<file path="config.mk">
export PLATFORM = sky130hd
export DESIGN_NAME = vrf_read_sequencer_flat
export DESIGN_NICKNAME = d
export VERILOG_FILES = /design/src/rtl/vrf_pkg.sv /design/src/rtl/vrf_read_sequencer_if.sv /design/src/rtl/vrf_op_fifo.sv /design/src/rtl/vrf_read_sequencer.sv /design/src/flat_wrapper.sv
export SDC_FILE = /design/constraint.sdc
export NUM_CORES = 1
export LEC_CHECK = 0
export BUFFER_PORTS_ARGS = -buffer_cell sky130_fd_sc_hd__buf_4
export CAP_MARGIN = 5
export CORE_MARGIN = 2
export CORE_UTILIZATION = 25
export DETAILED_ROUTE_END_ITERATION = 10
export PLACE_DENSITY = 0.52
export RECOVER_POWER = 100
export SLEW_MARGIN = 20
export SYNTH_ARGS = -nofsm -noshare
export SYNTH_HDL_FRONTEND = slang
export SYNTH_SLANG_ARGS = --single-unit
</file>
<file path="constraint.sdc">
create_clock -name clk -period 2.95 [get_ports clk]
set_clock_uncertainty 0.2 [all_clocks]
set_input_delay 0.4425 -clock clk [delete_from_list [all_inputs] [get_ports clk]]
set_output_delay 0.4425 -clock clk [all_outputs]
set_load 0.05 [all_outputs]
</file>
<file path="src/rtl/vrf_pkg.sv">
// Shared VRF read-path types: sequencer states and the operand word carried through the FIFO.
package vrf_pkg;
  localparam int VRF_READ_LAT  = 2;
  localparam int VRF_MEM_WIDTH = 32;

  typedef enum logic [1:0] {SEQ_IDLE, SEQ_ISSUE, SEQ_DRAIN} vrf_seq_state_t;

  typedef struct packed {
    logic [VRF_MEM_WIDTH-1:0] data;
    logic                     last;
  } vrf_op_t;
endpackage

</file>
<file path="src/rtl/vrf_read_sequencer_if.sv">
// Request, VRF read-port and operand handshake bundle for one sequencer.
interface vrf_read_sequencer_if #(
  parameter int AW        = 10,
  parameter int MEM_WIDTH = 32,
  parameter int LEN_WIDTH = 11
);
  logic                 flush_i;
  logic                 req_valid_i;
  logic                 req_ready_o;
  logic [AW-1:0]        req_base_addr_i;
  logic [LEN_WIDTH-1:0] req_len_i;
  logic [AW-1:0]        vrf_raddr_o;
  logic                 vrf_ren_o;
  logic                 vrf_oreg_ren_o;
  logic [MEM_WIDTH-1:0] vrf_data_i;
  logic                 op_valid_o;
  logic                 op_ready_i;
  logic [MEM_WIDTH-1:0] op_data_o;
  logic                 op_last_o;
  logic                 busy_o;
  logic                 done_o;

  modport slave (
    input  flush_i, req_valid_i, req_base_addr_i, req_len_i, vrf_data_i, op_ready_i,
    output req_ready_o, vrf_raddr_o, vrf_ren_o, vrf_oreg_ren_o,
           op_valid_o, op_data_o, op_last_o, busy_o, done_o
  );

  modport master (
    output flush_i, req_valid_i, req_base_addr_i, req_len_i, vrf_data_i, op_ready_i,
    input  req_ready_o, vrf_raddr_o, vrf_ren_o, vrf_oreg_ren_o,
           op_valid_o, op_data_o, op_last_o, busy_o, done_o
  );
endinterface

</file>
<file path="src/rtl/vrf_op_fifo.sv">
// Operand FIFO between the VRF return path and the ALU; push is never issued when full.
module vrf_op_fifo
  import vrf_pkg::*;
#(
  parameter  int DEPTH = 4,
  localparam int CW    = $clog2(DEPTH + 1),
  localparam int PW    = $clog2(DEPTH)
) (
  input  logic          clk,
  input  logic          rst,
  input  logic          flush,
  input  logic          push,
  input  vrf_op_t       din,
  input  logic          pop,
  output vrf_op_t       dout,
  output logic [CW-1:0] count,
  output logic          empty
);
  vrf_op_t       mem [DEPTH];
  logic [PW-1:0] wr_ptr, rd_ptr;

  function automatic logic [PW-1:0] next_ptr(input logic [PW-1:0] p);
    return (p == PW'(DEPTH - 1)) ? '0 : p + PW'(1);
  endfunction

  always_ff @(posedge clk or posedge rst) begin
    if (rst) begin
      wr_ptr <= '0;
      rd_ptr <= '0;
      count  <= '0;
    end else if (flush) begin
      wr_ptr <= '0;
      rd_ptr <= '0;
      count  <= '0;
    end else begin
      if (push) wr_ptr <= next_ptr(wr_ptr);
      if (pop)  rd_ptr <= next_ptr(rd_ptr);
      count <= count + CW'(push) - CW'(pop);
    end
  end

  always_ff @(posedge clk) begin
    if (push && !flush) mem[wr_ptr] <= din;
  end

  assign dout  = mem[rd_ptr];
  assign empty = (count == '0);
endmodule

</file>
<file path="src/rtl/vrf_read_sequencer.sv">
// Per-port VRF operand sequencer: issues row reads, tracks the fixed read latency,
// and streams returned words to the ALU through a small FIFO.
module vrf_read_sequencer
  import vrf_pkg::*;
#(
  parameter  int MEM_DEPTH  = 1024,
  parameter  int MEM_WIDTH  = VRF_MEM_WIDTH,
  parameter  int FIFO_DEPTH = 4,
  parameter  int LEN_WIDTH  = 11,
  localparam int AW         = $clog2(MEM_DEPTH),
  localparam int CW         = $clog2(FIFO_DEPTH + 1)
) (
  input logic                 clk,
  input logic                 rst,
  vrf_read_sequencer_if.slave bus
);
  vrf_seq_state_t          state;
  logic [AW-1:0]           cur_addr;
  logic [LEN_WIDTH-1:0]    remaining;
  logic [VRF_READ_LAT:1]   vld_pipe, last_pipe;
  logic                    oreg_ren, done;
  logic [CW-1:0]           fifo_count;
  logic                    fifo_empty;
  logic [CW:0]             committed;
  logic                    ren, issue_last, pop;
  vrf_op_t                 push_op, head;

  // FIFO slots already spoken for: stored words plus reads still in the VRF pipe.
  always_comb begin
    committed = {1'b0, fifo_count};
    for (int i = 1; i <= VRF_READ_LAT; i++) committed = committed + (CW+1)'(vld_pipe[i]);
  end

  assign ren        = (state == SEQ_ISSUE) && !bus.flush_i && (committed < (CW+1)'(FIFO_DEPTH));
  assign issue_last = (remaining == LEN_WIDTH'(1));
  assign pop        = !fifo_empty && bus.op_ready_i;

  always_ff @(posedge clk or posedge rst) begin
    if (rst) begin
      vld_pipe  <= '0;
      last_pipe <= '0;
    end else if (bus.flush_i) begin
      vld_pipe  <= '0;
      last_pipe <= '0;
    end else begin
      vld_pipe  <= {vld_pipe[VRF_READ_LAT-1:1], ren};
      last_pipe <= {last_pipe[VRF_READ_LAT-1:1], ren && issue_last};
    end
  end

  // The output register follows ren regardless of flush; a flushed read just completes unused.
  always_ff @(posedge clk or posedge rst) begin
    if (rst) oreg_ren <= 1'b0;
    else     oreg_ren <= ren;
  end

  always_ff @(posedge clk or posedge rst) begin
    if (rst) begin
      state     <= SEQ_IDLE;
      cur_addr  <= '0;
      remaining <= '0;
      done      <= 1'b0;
    end else begin
      done <= 1'b0;
      if (bus.flush_i) begin
        state <= SEQ_IDLE;
      end else begin
        case (state)
          SEQ_IDLE: if (bus.req_valid_i) begin
            cur_addr  <= bus.req_base_addr_i;
            remaining <= bus.req_len_i;
            if (bus.req_len_i == '0) done  <= 1'b1;
            else                     state <= SEQ_ISSUE;
          end
          SEQ_ISSUE: if (ren) begin
            cur_addr  <= (cur_addr == AW'(MEM_DEPTH - 1)) ? '0 : cur_addr + AW'(1);
            remaining <= remaining - LEN_WIDTH'(1);
            if (issue_last) state <= SEQ_DRAIN;
          end
          SEQ_DRAIN: if (pop && head.last) begin
            state <= SEQ_IDLE;
            done  <= 1'b1;
          end
          default: state <= SEQ_IDLE;
        endcase
      end
    end
  end

  assign push_op.data = VRF_MEM_WIDTH'(bus.vrf_data_i);
  assign push_op.last = last_pipe[VRF_READ_LAT];

  vrf_op_fifo #(.DEPTH(FIFO_DEPTH)) u_fifo (
    .clk   (clk),
    .rst   (rst),
    .flush (bus.flush_i),
    .push  (vld_pipe[VRF_READ_LAT]),
    .din   (push_op),
    .pop   (pop),
    .dout  (head),
    .count (fifo_count),
    .empty (fifo_empty)
  );

  assign bus.req_ready_o    = (state == SEQ_IDLE);
  assign bus.busy_o         = (state != SEQ_IDLE);
  assign bus.done_o         = done;
  assign bus.vrf_raddr_o    = cur_addr;
  assign bus.vrf_ren_o      = ren;
  assign bus.vrf_oreg_ren_o = oreg_ren;
  assign bus.op_valid_o     = !fifo_empty;
  assign bus.op_data_o      = fifo_empty ? '0 : MEM_WIDTH'(head.data);
  assign bus.op_last_o      = !fifo_empty && head.last;
endmodule

</file>
<file path="src/flat_wrapper.sv">
// flat-port wrapper written by rule: the top's interface ports become plain ports
module vrf_read_sequencer_flat import vrf_pkg::*;
#(
  parameter  int MEM_DEPTH  = 1024,
  parameter  int MEM_WIDTH  = VRF_MEM_WIDTH,
  parameter  int FIFO_DEPTH = 4,
  parameter  int LEN_WIDTH  = 11,
  localparam int AW         = $clog2(MEM_DEPTH),
  localparam int CW         = $clog2(FIFO_DEPTH + 1)
)
  (clk, rst, bus_flush_i, bus_req_valid_i, bus_req_base_addr_i, bus_req_len_i, bus_vrf_data_i, bus_op_ready_i, bus_req_ready_o, bus_vrf_raddr_o, bus_vrf_ren_o, bus_vrf_oreg_ren_o, bus_op_valid_o, bus_op_data_o, bus_op_last_o, bus_busy_o, bus_done_o);
  vrf_read_sequencer_if #(.AW((10)), .MEM_WIDTH(MEM_WIDTH), .LEN_WIDTH(LEN_WIDTH)) bus_i ();
  input logic clk;
  input logic rst;
  input wire logic [$bits(bus_i.flush_i)-1:0] bus_flush_i;
  input wire logic [$bits(bus_i.req_valid_i)-1:0] bus_req_valid_i;
  input wire logic [$bits(bus_i.req_base_addr_i)-1:0] bus_req_base_addr_i;
  input wire logic [$bits(bus_i.req_len_i)-1:0] bus_req_len_i;
  input wire logic [$bits(bus_i.vrf_data_i)-1:0] bus_vrf_data_i;
  input wire logic [$bits(bus_i.op_ready_i)-1:0] bus_op_ready_i;
  output wire logic [$bits(bus_i.req_ready_o)-1:0] bus_req_ready_o;
  output wire logic [$bits(bus_i.vrf_raddr_o)-1:0] bus_vrf_raddr_o;
  output wire logic [$bits(bus_i.vrf_ren_o)-1:0] bus_vrf_ren_o;
  output wire logic [$bits(bus_i.vrf_oreg_ren_o)-1:0] bus_vrf_oreg_ren_o;
  output wire logic [$bits(bus_i.op_valid_o)-1:0] bus_op_valid_o;
  output wire logic [$bits(bus_i.op_data_o)-1:0] bus_op_data_o;
  output wire logic [$bits(bus_i.op_last_o)-1:0] bus_op_last_o;
  output wire logic [$bits(bus_i.busy_o)-1:0] bus_busy_o;
  output wire logic [$bits(bus_i.done_o)-1:0] bus_done_o;
  assign bus_i.flush_i = bus_flush_i;
  assign bus_i.req_valid_i = bus_req_valid_i;
  assign bus_i.req_base_addr_i = bus_req_base_addr_i;
  assign bus_i.req_len_i = bus_req_len_i;
  assign bus_i.vrf_data_i = bus_vrf_data_i;
  assign bus_i.op_ready_i = bus_op_ready_i;
  assign bus_req_ready_o = bus_i.req_ready_o;
  assign bus_vrf_raddr_o = bus_i.vrf_raddr_o;
  assign bus_vrf_ren_o = bus_i.vrf_ren_o;
  assign bus_vrf_oreg_ren_o = bus_i.vrf_oreg_ren_o;
  assign bus_op_valid_o = bus_i.op_valid_o;
  assign bus_op_data_o = bus_i.op_data_o;
  assign bus_op_last_o = bus_i.op_last_o;
  assign bus_busy_o = bus_i.busy_o;
  assign bus_done_o = bus_i.done_o;
  vrf_read_sequencer #(.MEM_DEPTH(MEM_DEPTH), .MEM_WIDTH(MEM_WIDTH), .FIFO_DEPTH(FIFO_DEPTH), .LEN_WIDTH(LEN_WIDTH)) u_core (.clk(clk), .rst(rst), .bus(bus_i));
endmodule
</file>
==> flow_summary_export.csv <==
group,metric,value,unit
logic_synthesis,synth_area_per_cell,15.9,µm²
min_path,hold_end,"u_core.u_fifo.mem[1][11]",
layout,antenna_cells,0,
clocking,clockBufferDepth,2,
logic_synthesis,synth_xor_area_frac,0.00364,
logic_synthesis,netlist_area,0.00722,mm²
place,placed_cells,940,
clocking,clock_sinks,168,
timing,tns,0,ns
setup_path,path_buf_inv,2,
logic_synthesis,synth_area_leaders,"edfxtp_1 (55%), dfrtp_1 (12%), mux4_2 (10%), and2_1 (3.2%), ha_1 (1.9%)",
setup_path,crit_path_max_fanout,20,
logic_synthesis,synth_ff_type,"edfxtp_1",
setup_path,cp.required,2.31,ns
layout,fillers,2906,
power_and_ir_drop,p_leak,3.12,nW
floorplanning,start_util,0.253,
place,hpwl,11300,µm
min_path,hold_depth,1,
logic_synthesis,synth_top_family_by_area,"multiplexers",
layout,fin_cells,976,
logic_synthesis,synth_top_area_cell,"edfxtp_1",
floorplanning,chipHeight,174,µm
floorplanning,io_pins,107,
job,max-cap-violations,0,
drt,drtAntennaViolNets,0,
setup_path,critical_path.cell_chain,"buf_12, mux4_2, and2_1, clkbuf_4",
clocking,postCtsSetupBuffers,0,
logic_synthesis,syn_inst,454,
setup_path,r2r_cells,4,
setup_path,r2r_setup_slack,0.29,ns
drt,firstDrtPassIters,4,
power_and_ir_drop,power,8.23,mW
setup_path,critical_path_class,"register to primary output",
setup_path,endpoint_kind,"primary output",
setup_path,crit_family,"flip-flops",
setup_path,cpMaxStageDelayCell,"dfrtp_4",
setup_path,startpoint_type,"register",
logic_synthesis,muxShareOfSynthArea,0.109,
timing,hold_violations,0,
global_routing,track_usage,0.113,
drt,via_count,4459,
logic_synthesis,synthesis.nets,524,
timing,setup_ws,0.152,ns
clocking,cts_tree,"built",
clocking,clock_latency,0.41,ns
layout,layout.nets,649,
setup_path,worstReg2RegStart,"u_core.vld_pipe[2]",
drt,drt_iter0_drc,263,
min_path,hp-class,"input pin to register",
logic_synthesis,synth_top_area_share,0.549,
timing,maxSlewHeadroom,0.217,
drt,routedWlPerCell,17.2,µm
logic_synthesis,synthArstFlopShare,0.214,
clocking,numCtsBuffers,17,
logic_synthesis,synth-simple-area-share,0.0950,
layout,final_common_cell,"edfxtp_1",
floorplanning,fp-row-count,62,
layout,most-common-layout-cells,"edfxtp_1 (132), clkbuf_1 (50), buf_4 (42)",
logic_synthesis,ys_types,52,
global_routing,gr-total-overflow,0,
floorplanning,core,0.0285,mm²
min_path,hold_start,"bus_vrf_data_i[10]",
setup_path,max_stage_delay,0.56,ns
clocking,clk_pin_slew,0.07,ns
drt,drc,0,
timing,report.final.slew_viol_count,0,
place,dp_slack,0.359,ns
place,numPortBuffers,106,
floorplanning,die_area,0.0302,mm²
drt,avgViaCountPerCell,4.57,
logic_synthesis,synth-edff-count,132,
power_and_ir_drop,ir_worst_vdd,0.486,mV
setup_path,worstPathArrival,2.16,ns
logic_synthesis,synthAdderAreaFrac,0.0218,
outcome,status,"complete, no violations",
timing,final-setup-viol-count,0,
timing,grt_setup_unrepaired,"false",
layout,area_delta_synth_final,24.2,%
floorplanning,die_w,174,µm
global_routing,grt_pass1_wl,26500,µm
timing,post-route-period-util,0.948,
timing,tightest_slew,1.17,ns
place,place_congestion,0.848,
global_routing,antenna_found_initial,0,
logic_synthesis,ys_ff_latch,168,
setup_path,rr_endpoint,"u_core.u_fifo.mem[0][17]",
timing,fmax,357,MHz
drt,routed_wl,16700,µm
global_routing,grt_max_degree,37,
logic_synthesis,yosysSeqAreaShare,0.674,
global_routing,grt_pass1_vias,4701,
timing,hold_slack,0.0789,ns
clocking,htree_levels,4,
logic_synthesis,yosysWarningCount,0,
power_and_ir_drop,power_density,918,mW/mm²
timing,fin_crit,2.80,ns
clocking,clockRootBuffer,"clkbuf_16",
layout,drive_gt1_frac,0.252,
logic_synthesis,synth_compound_area_frac,0.0763,
==> area by class of cell <==
class	instances	area [µm²]	share of cell area
well taps	384	480	0.0536
clock inverters	15	159	0.0177
multi-input cells	250	2210	0.247
repair buffers	128	763	0.0852
inverters	14	52.6	0.00586
clock buffers	17	425	0.0475
flip-flops and latches	168	4870	0.544
==> worst max path at each step <==
stage,start,endpoint,slack [ns],cells past startpoint
after global routing,u_core.u_fifo.count[2],bus_vrf_ren_o,0.03,5
final,u_core.u_fifo.rd_ptr[0],bus_op_data_o[0],0.15,4
after CTS,u_core.u_fifo.count[2],bus_vrf_ren_o,0.009,5
after floorplan,u_core.u_fifo.count[1],bus_op_data_o[22],0.32,4
after detailed placement,u_core.vld_pipe[2],u_core.bus.vrf_raddr_o[7],0.36,5
after global placement,u_core.vld_pipe[2],u_core.bus.vrf_raddr_o[7],0.43,5
==> cell usage after synthesis, types with 3 or more instances <==
cell,number
mux4_2,33
nor3b_1,3
edfxtp_1,132
and2_1,37
nand4_1,4
nor2b_1,7
nor3_1,12
and3_1,3
nor2_1,21
a211oi_1,3
a22oi_1,11
o21ai_0,13
nand2_1,11
or3_1,4
or4_1,3
o22ai_1,12
dfrtp_1,36
buf_2,4
inv_1,14
nor4_1,4
o2bb2ai_1,11
ha_1,11
clkbuf_1,16
a21oi_1,14
==> logic make-up after synthesis <==
family / count (synthesis)
AOI/OAI and AO/OA: 78
xor gates and xnor gates: 3
adders and majority gates: 12
buffers and inverters: 36
DFF: 168
muxes: 37
and+or+nand+nor: 120
==> routing by layer <==
layer  track usage  up-vias  share of wire
met1         0.148     2258           0.45
li1              -     2033              -
met2         0.190      155           0.49
met5             0        -              0
met4        0.0287        0         0.0079
met3        0.0258       13          0.052
==> state kept, by name (all words and copies together) (netlist names) <==
signal,cells
u_core.bus.done_o,1
u_core.remaining,11
u_core.bus.vrf_raddr_o,10
u_core.last_pipe,2
u_core.u_fifo.mem,132
u_core.bus.vrf_oreg_ren_o,1
u_core.u_fifo.wr_ptr,2
u_core.u_fifo.count,3
u_core.vld_pipe,2
u_core.state,2
u_core.u_fifo.rd_ptr,2
==> worst register-to-register path: cells and delay by family (launching register included) <==
family,cells,cell delay [ns]
and+or+nand+nor,2,0.95
DFF,1,0.46
buffers and inverters,2,0.69
==> metrics by stage <==
stage	instance area, µm²	util
2_1_floorplan	7220	-
3_3_place_gp	8590	0.301
3_5_place_dp	8590	0.301
4_1_cts	9220	0.323
5_1_grt	8960	0.314
6_report	8960	0.314
==> repair_timing <==
action                                  in CTS  in global routing
gates resized for setup                      1                  3
hold buffers                                 4                  0
endpoints found under the hold margin       45                  0
endpoints found under the setup margin       1                  6
==> power by group <==
part | internal, mW | switching (mW)
Clock | 1.20 | 0.993
Sequential | 2.74 | 0.278
Combinational | 0.965 | 2.06
No activity file was read; power rests on OpenSTA's default activity.
